### config.mk
export PLATFORM = sky130hd
export DESIGN_NAME = ac_match_collector
export DESIGN_NICKNAME = d
export VERILOG_FILES = /design/src/rtl/ac_match_collector.sv
export SDC_FILE = /design/constraint.sdc
export NUM_CORES = 1
export LEC_CHECK = 0
export CAP_MARGIN = 40
export CORE_AREA = 8 8 118 120
export DETAILED_ROUTE_END_ITERATION = 16
export DIE_AREA = 0 0 126 128
export GPL_TIMING_DRIVEN = 0
export PLACE_DENSITY = 0.68
export REMOVE_ABC_BUFFERS = 1
export SETUP_SLACK_MARGIN = 0.2
export SYNTH_ARGS = -nofsm -noshare
export SYNTH_HDL_FRONTEND = slang
export SYNTH_SLANG_ARGS = --single-unit
### constraint.sdc
create_clock -name CLK -period 3.6 [get_ports CLK]
set_input_delay 0.9 -clock CLK [delete_from_list [all_inputs] [get_ports CLK]]
set_output_delay 0.9 -clock CLK [all_outputs]
set_load 0.005 [all_outputs]
### src/rtl/ac_match_collector.sv
// ac_match_collector: tags Aho-Corasick match vectors with stream position, buffers them, serialises one (pattern, position) report per handshake.
// Optional macro AC_MATCH_TOTAL_EN builds a saturating count of completed handshakes on MATCH_TOTAL.
module ac_match_collector #(
    parameter int PAT_N = 4,
    parameter int POS_W = 8,
    parameter int DEPTH = 8
) (
    input  logic                       CLK,
    input  logic                       RST,
    input  logic                       EN,
    input  logic                       CLR,
    input  logic [PAT_N-1:0]           MATCH,
    output logic                       OUT_VALID,
    input  logic                       OUT_READY,
    output logic [$clog2(PAT_N)-1:0]   OUT_PAT,
    output logic [POS_W-1:0]           OUT_POS,
    output logic                       OVERFLOW,
    output logic [$clog2(DEPTH):0]     LEVEL,
    output logic [15:0]                MATCH_TOTAL
);
    localparam int PW = $clog2(PAT_N);
    localparam int AW = $clog2(DEPTH);
    logic [PAT_N-1:0] mask_mem [DEPTH];
    logic [POS_W-1:0] pos_mem [DEPTH];
    logic [AW-1:0]    wr_ptr, rd_ptr;
    logic [AW:0]      count;
    logic [POS_W-1:0] pos;
    logic [PAT_N-1:0] head_mask, head_rest;
    logic [PW-1:0]    low_idx;
    logic             hs, pop, push_req, push, full;

    assign head_mask = mask_mem[rd_ptr];
    assign head_rest = head_mask & (head_mask - PAT_N'(1));
    always_comb begin
        low_idx = '0;
        for (int i = PAT_N - 1; i >= 0; i--)
            if (head_mask[i]) low_idx = PW'(i);
    end

    assign OUT_VALID = count != '0;
    assign OUT_PAT   = OUT_VALID ? low_idx : '0;
    assign OUT_POS   = OUT_VALID ? pos_mem[rd_ptr] : '0;
    assign LEVEL     = count;
    assign hs        = OUT_VALID & OUT_READY;
    assign pop       = hs & (head_rest == '0);
    assign push_req  = EN & (|MATCH);
    assign full      = count == (AW+1)'(DEPTH);
    // When full, rd_ptr == wr_ptr: the push write below overrides the head update.
    assign push      = push_req & (!full | pop);

    always_ff @(posedge CLK) begin
        if (hs) mask_mem[rd_ptr] <= head_rest;
        if (push) begin
            mask_mem[wr_ptr] <= MATCH;
            pos_mem[wr_ptr]  <= pos;
        end
    end

    always_ff @(posedge CLK or posedge RST) begin
        if (RST) begin
            wr_ptr   <= '0;
            rd_ptr   <= '0;
            count    <= '0;
            pos      <= '0;
            OVERFLOW <= 1'b0;
        end else if (CLR) begin
            wr_ptr   <= '0;
            rd_ptr   <= '0;
            count    <= '0;
            pos      <= '0;
            OVERFLOW <= 1'b0;
        end else begin
            if (EN) pos <= pos + POS_W'(1);
            if (push) wr_ptr <= wr_ptr + AW'(1);
            if (pop) rd_ptr <= rd_ptr + AW'(1);
            count <= count + (AW+1)'(push) - (AW+1)'(pop);
            if (push_req && !push) OVERFLOW <= 1'b1;
        end
    end

`ifdef AC_MATCH_TOTAL_EN
    logic [15:0] total;
    always_ff @(posedge CLK or posedge RST) begin
        if (RST) total <= '0;
        else if (CLR) total <= '0;
        else if (hs && total != 16'hFFFF) total <= total + 16'd1;
    end
    assign MATCH_TOTAL = total;
`else
    assign MATCH_TOTAL = '0;
`endif
endmodule

# Yosys cells after proc, flatten, opt, wreduce, memory -nomap -nowiden
# Memories as Yosys holds them, arrays and structs flattened.
# Cells that the tools add are included.
# totals
inputBits,9
ramBits,96
register_bits,19
wordCells,49
mem_count,2
# mem_list
memory,words,word_bits,rd,rd_ports_with_merged_regs,write_ports,line_no,source
pos_mem,8,8,1,0,1,24,logic [POS_W-1:0] pos_mem [DEPTH];
mask_mem,8,4,1,0,2,23,logic [PAT_N-1:0] mask_mem [DEPTH];
# classes
bitwise,6
n_addsub,6
eq_ne,1
reduce_logical,10
muxes,19
# op_table
operator,count
8-bit 2-to-1 mux,3
3-bit 2-to-1 mux,4
2-bit 2-to-1 mux,5
8-bit by 1-bit adder with 8-bit output (second input constant),1
2-bit nonzero test,4
3-bit by 1-bit adder with 3-bit output (second input constant),2
1-bit 2-to-1 mux,6
4-bit by 1-bit adder with 4-bit output,1
1-bit bitwise AND,4
4-bit bitwise AND,1
4-bit equality test (second input constant),1
4-bit logical NOT,1
4-bit 2-to-1 mux,1
4-bit nonzero test,1
4-bit OR reduction,1
4-bit by 1-bit subtractor with 4-bit output,1
4-bit by 1-bit subtractor with 4-bit output (second input constant),1
1-bit logical NOT,2
1-bit logical AND,1
1-bit bitwise OR,1

# Logic depth before layout (Yosys ltp)
# Gate-level depths: netlist of run 1.
# An unclocked memory read counts as a cell.
# logic_depth
word_depth,11
mapped_depth,16

# Least setup slack after synthesis of run 1
# OpenSTA, ideal clock, no wires.
# synth_timing
path_kind,register -> register
from,register rd_ptr[0]
to,"register count[2], in the netlist LEVEL[2]"
path_buffers,2
setup_ps,132
period_less_slack_ps,3428
required_ps,3468
arrival_time_ps,3296
slack_ps,172
stages_incl_launch_ff,15
path_cell_list,dfrtp_1 buf_2 mux4_2 mux2_2 maj3_2 o21a_2 a21boi_1 buf_2 inv_1 ha_1 inv_1 ha_1 fa_1 xnor2_1 nor2_1
# synth_between
elab_chain_cells,10
# synth_lines
element,line_no,source
from (decl),25,"logic [AW-1:0] wr_ptr, rd_ptr;"
from (signal assigned),75,if (pop) rd_ptr <= rd_ptr + AW'(1);
memory 8 x 4 bit (*),-,
4-bit by 1-bit subtractor with 4-bit output,33,assign head_rest = head_mask & (head_mask - PAT_N'(1));
4-bit bitwise AND (*),33,
4-bit logical NOT (*),45,assign pop = hs & (head_rest == '0);
1-bit bitwise AND (*),45,
1-bit bitwise OR,49,assign push = push_req & (!full | pop);
1-bit bitwise AND,49,
4-bit by 1-bit adder with 4-bit output,76,count <= count + (AW+1)'(push) - (AW+1)'(pop);
4-bit by 1-bit subtractor with 4-bit output (*),76,
4-bit 2-to-1 mux (*),66,end else if (CLR) begin
to (signal assigned),76,
to (decl),26,logic [AW:0] count;
# Mark *: on every way between the ends. The rest lies on a longest branch, timed or not.
# A chain may end at the register's enable or synchronous reset.

==> impl_metrics.env, run 1 <==
export IMPL_synth_edff_count=96
export IMPL_syn_avg_cell_area_um2=13.0
export IMPL_die_w_um=126
export IMPL_route_detailed_wl_per_inst_um=21.8
export IMPL_vias=3901
export IMPL_place_ws_ns=-0.914
export IMPL_synth_simple_area_share_pct=10.1
export IMPL_yosysUniqueCellTypes=51
export IMPL_tightest_slew_ns=0.863
export IMPL_die_h_um=128
export IMPL_p_per_area_mw_per_mm2=828
export IMPL_synthAdderAreaFrac_pct=2.60
export IMPL_rows=41
export IMPL_slew_viol_final=0
export IMPL_setup_viol=0
export IMPL_synthArstFlopShare_pct=16.5
export IMPL_htreeDepth=4
export IMPL_crit_path_max_incr_delay_ns=0.57
export IMPL_leakage_nw=2.50
export IMPL_gp_congestion=0.864
export IMPL_drtAntennaViolNets=0
export IMPL_initial_core_util_pct=45.4
export IMPL_grt_pass1_wl_mm=21.2
export IMPL_r2r_slack_ns=0.19
export IMPL_crit_fanout=6
export IMPL_cts_tree="built"
export IMPL_final_common_cell="edfxtp_1"
export IMPL_grt_max_degree=24
export IMPL_status="complete, no violations"
export IMPL_viasPerCell=6.07
export IMPL_io_buffers=24
export IMPL_grtUsageTotal_pct=17.3
export IMPL_critical_path_required_ns=3.71
export IMPL_whs_endpoint="OVERFLOW"
export IMPL_nNetsFinal=499
export IMPL_wirelength_mm=14.0
export IMPL_fin_skew_ns=0.00666
export IMPL_clock_latency_ns=0.42
export IMPL_grt_setup_unrepaired="yes"
export IMPL_hold_path_depth=2
export IMPL_yosysSeqAreaShare_pct=60.6
export IMPL_synthMuxAreaShare_pct=8.96
export IMPL_rr_endpoint="mask_mem[0][2]"
export IMPL_grt_pass1_vias=3880
export IMPL_reg2reg_depth=8
export IMPL_clk_pin_slew_ns=0.05
export IMPL_synth_compound_area_share_pct=11.8
export IMPL_crit_chain="mux4_2, mux2_2, maj3_2, o21a_4, buf_8, buf_4, a211oi_2, a31o_2"
export IMPL_postLayoutSetupSlackWorst_ns=0.192
export IMPL_ios=41
export IMPL_drt_initial_drc_count=423
export IMPL_synth_cells=425
export IMPL_yosysWarnings=0
export IMPL_hold_violations=0
export IMPL_route_detailed_drc=0
export IMPL_hpwl_mm=8.85
export IMPL_utilization_pct=57.6
export IMPL_cp_start_kind="register"
export IMPL_final_cell_mix="96 x edfxtp_1, 29 x nand2_1, 29 x o22ai_1"
export IMPL_yosys_register_bits=115
export IMPL_cts_sinks=115
export IMPL_r2r_start="rd_ptr[1]"
export IMPL_end_kind="register"
export IMPL_maxCapViolations=0
export IMPL_area_delta_synth_final_pct=26.8
export IMPL_ir_worst_vdd_uv=585
export IMPL_coreArea_mm2=0.0122
export IMPL_synth_xor_area_share_pct=1.11
export IMPL_drive_gt1_share_pct=27.6
export IMPL_overflow=0
export IMPL_num_antenna_cells=0
export IMPL_cts_made_buffers=17
export IMPL_clock_fmax_mhz=293
export IMPL_syn_cell_area_mm2=0.00554
export IMPL_period_share_pct=94.7
export IMPL_synth_main_ff_cell="edfxtp_1"
export IMPL_critPathArrivalTime_ns=3.52
export IMPL_power_mw=5.82
export IMPL_antenna_found_initial=0
export IMPL_cp_slowest_cell="mux4_2"
export IMPL_synth_top_family_by_area="compound AO/OA/AOI/OAI gates"
export IMPL_hp_start="OVERFLOW"
export IMPL_slew_headroom_pct=42.3
export IMPL_hold_path_class="reg2reg"
export IMPL_dieArea_mm2=0.0161
export IMPL_drtPass1Iterations=6
export IMPL_cts_root_buffer="clkbuf_16"
export IMPL_cts_buffer_depth=2
export IMPL_final_cell_count_no_fill=643
export IMPL_path_class="reg2reg"
export IMPL_dp_cells=587
export IMPL_min_period_ns=3.41
==> per-stage QoR <==
step | area [um2] | setup TNS (ns) | hold WS, ns
after CTS | 6820 | 0 | 0.519
after global placement | 5810 | -109.58 | 0.507
after global routing | 7030 | 0 | 0.555
after floorplan | 5380 | -2.73 | 0.505
after detailed placement | 6000 | -8.02 | 0.511
final | 7030 | 0 | 0.516
==> per-layer routing <==
layer  global-route usage, %  part of all wire, %  vias to the layer above
met5                       0                    0                        -
met4                    9.48                  3.4                        0
met3                    4.74                  8.2                       39
met2                    28.3                   50                      222
met1                    20.5                   38                     1928
li1                        -                    -                     1712
==> power breakdown <==
group	total [mW]	internal (mW)	switching (mW)
clock	1.62	1.04	0.588
sequential	1.77	1.67	0.101
combinational	2.42	1.16	1.27
==> worst max-delay path by stage <==
stage | slack, ns | to | startpoint
5_1_grt | 0.13 | mask_mem[0][2] | rd_ptr[0]
3_5_place_dp | -0.91 | LEVEL[2] | rd_ptr[0]
3_3_place_gp | -1.51 | mask_mem[1][1] | rd_ptr[0]
6_report | 0.19 | mask_mem[0][2] | rd_ptr[1]
2_1_floorplan | -0.50 | LEVEL[2] | rd_ptr[1]
4_1_cts | 0.13 | LEVEL[2] | rd_ptr[0]
==> critical path: cells and delay by family (launching register included) <==
kind,cells,cell delay (ns)
mux,2,0.89
flops,1,0.50
compound gates,3,1.08
fa+ha+maj,1,0.35
buf+inv,2,0.28
==> repair_timing <==
| action | CTS | global route |
|---|---|---|
| gates cloned | 0 | 1 |
| gates resized for setup | 31 | 25 |
| hold buffers | 0 | 0 |
| pin swaps | 3 | 9 |
| setup buffers | 16 | 6 |
| endpoints found under the setup margin | 136 | 37 |
==> cell type report <==
type / instances / area (um2)
sequential: 115 / 3370
clock buffer: 22 / 528
timing repair buffer: 60 / 629
clock inverter: 10 / 65.1
inverter: 12 / 48.8
tap: 150 / 188
multi-input combinational: 274 / 2200
fill: 935 / 5180
==> logic make-up (layout without fill, tap and decap cells) <==
logic type | Yosys count | after routing
AOI/OAI and AO/OA | 94 | 94
other | 1 | 16
buffers and inverters | 51 | 104
muxes | 36 | 36
DFF | 115 | 115
adders and majority gates | 11 | 11
and+or+nand+nor | 110 | 110
xor gates and xnor gates | 7 | 7
==> flip-flops by register name (all words and copies together), names as in the netlist <==
name and count:
OVERFLOW 1, rd_ptr 3, wr_ptr 3, pos 8, mask_mem 32, LEVEL 4, pos_mem 64
==> Yosys cell counts, drive strengths merged, types with 3 or more instances <==
library cell,instances,area [um2]
edfxtp,96,2880
o22ai,35,219
nor2,30,113
nand2,29,109
buf,25,166
dfrtp,19,475
mux2i,17,170
a21oi,15,75.1
clkbuf,14,52.6
inv,12,45.0
a211oi,11,118
mux4,10,225
ha,9,113
mux2,9,101
o21ai,9,45.0
and4,8,70.1
nand2b,8,50.1
nor2b,7,43.8
and2,6,37.5
nand3,5,25.0
a221oi,4,35.0
nand4,4,25.0
xor2,4,35.0
a21o,3,22.5
a22oi,3,22.5
a31o,3,26.3
nor3,3,15.0
or3,3,18.8
xnor2,3,26.3
Note: power is estimated with default switching activity, not from simulation.
==> run 2, diff against run 1 <==
- REMOVE_ABC_BUFFERS: 1 -> not set
==> run 2 against run 1 <==
Setup slack got worse by 0.019 ns. Clock power fell by 15%. First-iteration DRC count rose by 8.7%. Fmax fell by 0.56%. Non-clock buffer count rose by 21. Flip-flop and latch count did not move. Final area fell by 0.53%. Sequential power barely moved. Core utilization fell by 0.31 points. Wire length fell by 0.52%. Count of clock-buffer cells in the layout fell by 3. Critical endpoint is now LEVEL[1].
==> impl_metrics.env, run 2 (same netlist as run 1, synthesis figures left out) <==
export IMPL_switching_share_pct=34.6
export IMPL_cts_buffer_depth=2
export IMPL_num_antenna_cells=0
export IMPL_route_detailed_wl_per_inst_um=21.1
export IMPL_vias=3936
export IMPL_hpwl_mm=9.39
export IMPL_multiInputGateArea_mm2=0.00220
export IMPL_wirelength_mm=14.0
export IMPL_min_period_ns=3.43
export IMPL_critPathArrivalTime_ns=3.77
export IMPL_ios=41
export IMPL_critical_path_required_ns=3.94
export IMPL_power_frac_comb_pct=43.2
export IMPL_largest_reg_flops=64
export IMPL_ir_worst_vdd_uv=484
export IMPL_cts_made_buffers=17
export IMPL_grt_setup_unrepaired="yes"
export IMPL_p_int_mw=3.59
export IMPL_hold_path_class="reg2reg"
export IMPL_coreArea_mm2=0.0122
export IMPL_reg_top3="pos_mem: 64 flops, mask_mem: 32 flops, pos: 8 flops"
export IMPL_drtPass1Iterations=5
export IMPL_final_common_cell="edfxtp_1"
export IMPL_path_class="reg2reg"
export IMPL_slew_headroom_pct=49.8
export IMPL_io_buffers=23
export IMPL_p_switching_mw=1.90
export IMPL_drive_gt1_share_pct=27.4
export IMPL_cts_tree="built"
export IMPL_p_per_area_mw_per_mm2=786
export IMPL_cp_start_kind="register"
export IMPL_viasPerCell=5.95
export IMPL_crit_fanout=5
export IMPL_initial_core_util_pct=45.4
export IMPL_overflow=0
export IMPL_gp_congestion=0.864
export IMPL_rr_endpoint="LEVEL[1]"
export IMPL_end_kind="register"
export IMPL_status="complete, no violations"
export IMPL_drtAntennaViolNets=0
export IMPL_fin_area_mm2=0.00699
export IMPL_nNetsFinal=520
export IMPL_die_w_um=126
export IMPL_cts_sinks=115
export IMPL_dieArea_mm2=0.0161
export IMPL_area_delta_synth_final_pct=26.2
export IMPL_setup_tns_ns=0
export IMPL_slew_viol_final=0
export IMPL_leakage_nw=2.56
export IMPL_reg2reg_depth=13
export IMPL_worstSetupStartpoint="rd_ptr[0]"
export IMPL_place_ws_ns=-0.408
export IMPL_clock_fmax_mhz=292
export IMPL_clock_latency_ns=0.41
export IMPL_postLayoutSetupSlackWorst_ns=0.173
export IMPL_num_fill_cells=983
export IMPL_critPathCapture="LEVEL[1]"
export IMPL_p_seq_share_pct=31.6
export IMPL_maxCapViolations=0
export IMPL_cts_root_buffer="clkbuf_16"
export IMPL_period_share_pct=95.2
export IMPL_route_detailed_drc=0
export IMPL_grt_pass1_vias=3967
export IMPL_regMostFlops="pos_mem"
export IMPL_r2r_start="rd_ptr[0]"
export IMPL_tightest_slew_ns=0.753
export IMPL_fin_skew_ns=0.0107
export IMPL_die_h_um=128
export IMPL_hold_violations=0
export IMPL_hold_ws_ns=0.529
export IMPL_grtUsageTotal_pct=17.5
export IMPL_grt_pass1_wl_mm=21.3
export IMPL_placed_cell_area_mm2=0.00610
export IMPL_grt_max_degree=20
export IMPL_drt_initial_drc_count=460
export IMPL_antenna_found_initial=0
export IMPL_setup_viol=0
export IMPL_clk_pin_slew_ns=0.05
export IMPL_r2r_slack_ns=0.17
export IMPL_htreeDepth=4
export IMPL_seqCellArea_mm2=0.00336
export IMPL_final_cell_mix="96 x edfxtp_1, 30 x buf_4, 29 x o22ai_1"
export IMPL_clockPowerShare_pct=25.2
export IMPL_rows=41
export IMPL_power_mw=5.49
## run 2: cell types whose count changed in the layout (fill, tap and decap cells not counted), sizes merged
cell	delta
dlymetal6s2s	+3
clkinvlp	-3
clkinv	+5
inv	-2
clkbuf	+8
buf	+11
dlygate4sd2	+2
clkdlybuf4s50	-6
## run 2: how the worst min path moves through the flow
stage,slack [ns],endpoint,cells past startpoint,start
after global placement,0.52,OVERFLOW,2,OVERFLOW
after detailed placement,0.52,OVERFLOW,2,OVERFLOW
after floorplan,0.51,OVERFLOW,2,OVERFLOW
after CTS,0.53,OVERFLOW,2,OVERFLOW
final,0.53,OVERFLOW,2,OVERFLOW
after global routing,0.55,OVERFLOW,2,OVERFLOW
## run 2: per-stage QoR
step / instances / util, %
after detailed placement: 621 / 49.9
after floorplan: 440 / -
after global routing: 661 / 57.3
after global placement: 613 / 49.3
after CTS: 659 / 56.3
final: 661 / 57.3
## run 2: worst max-delay path: stages, from the launching register on
cell      delay, ns
dfrtp_1        0.37
buf_6          0.16
mux4_2         0.56
mux2_4         0.32
maj3_2         0.35
o21a_4         0.23
a21boi_4       0.14
buf_6          0.12
inv_4          0.03
ha_4           0.24
inv_2          0.04
ha_4           0.16
fa_2           0.52
nor2b_4        0.12
## run 2: area by class of cell
type                    instances  area share (%)
flip-flops and latches        115            48.0
multi-input cells             274            31.5
clock buffers                  19            6.19
repair buffers                 42            5.64
plain buffers                  39            4.56
well taps                     150            2.68
inverters                      12           0.680
clock inverters                10           0.662
## run 2: timing repair
action                     4_1_cts  5_1_grt
setup buffers                    9        2
pin swaps                       10        7
gates resized for setup         68       23
hold buffers                     0        0
setup endpoints to repair       50       34
## run 2: layer usage
layer / vias to the layer above / GRT usage [%] / wire length (um)
met5: - / 0 / 0
met4: 0 / 8.00 / 449
met3: 48 / 4.45 / 1000
met2: 215 / 28.0 / 6830
met1: 1919 / 21.9 / 5700
li1: 1754 / - / -
## run 2: power by group through the flow
stage	clock network [mW]	registers (mW)	logic, mW
6_report	1.38	1.74	2.37
5_1_grt	1.45	1.75	2.54
3_5_place_dp	0	1.76	1.87
4_1_cts	1.39	1.74	2.23
2_1_floorplan	0	1.74	1.24
3_3_place_gp	0	1.75	1.80
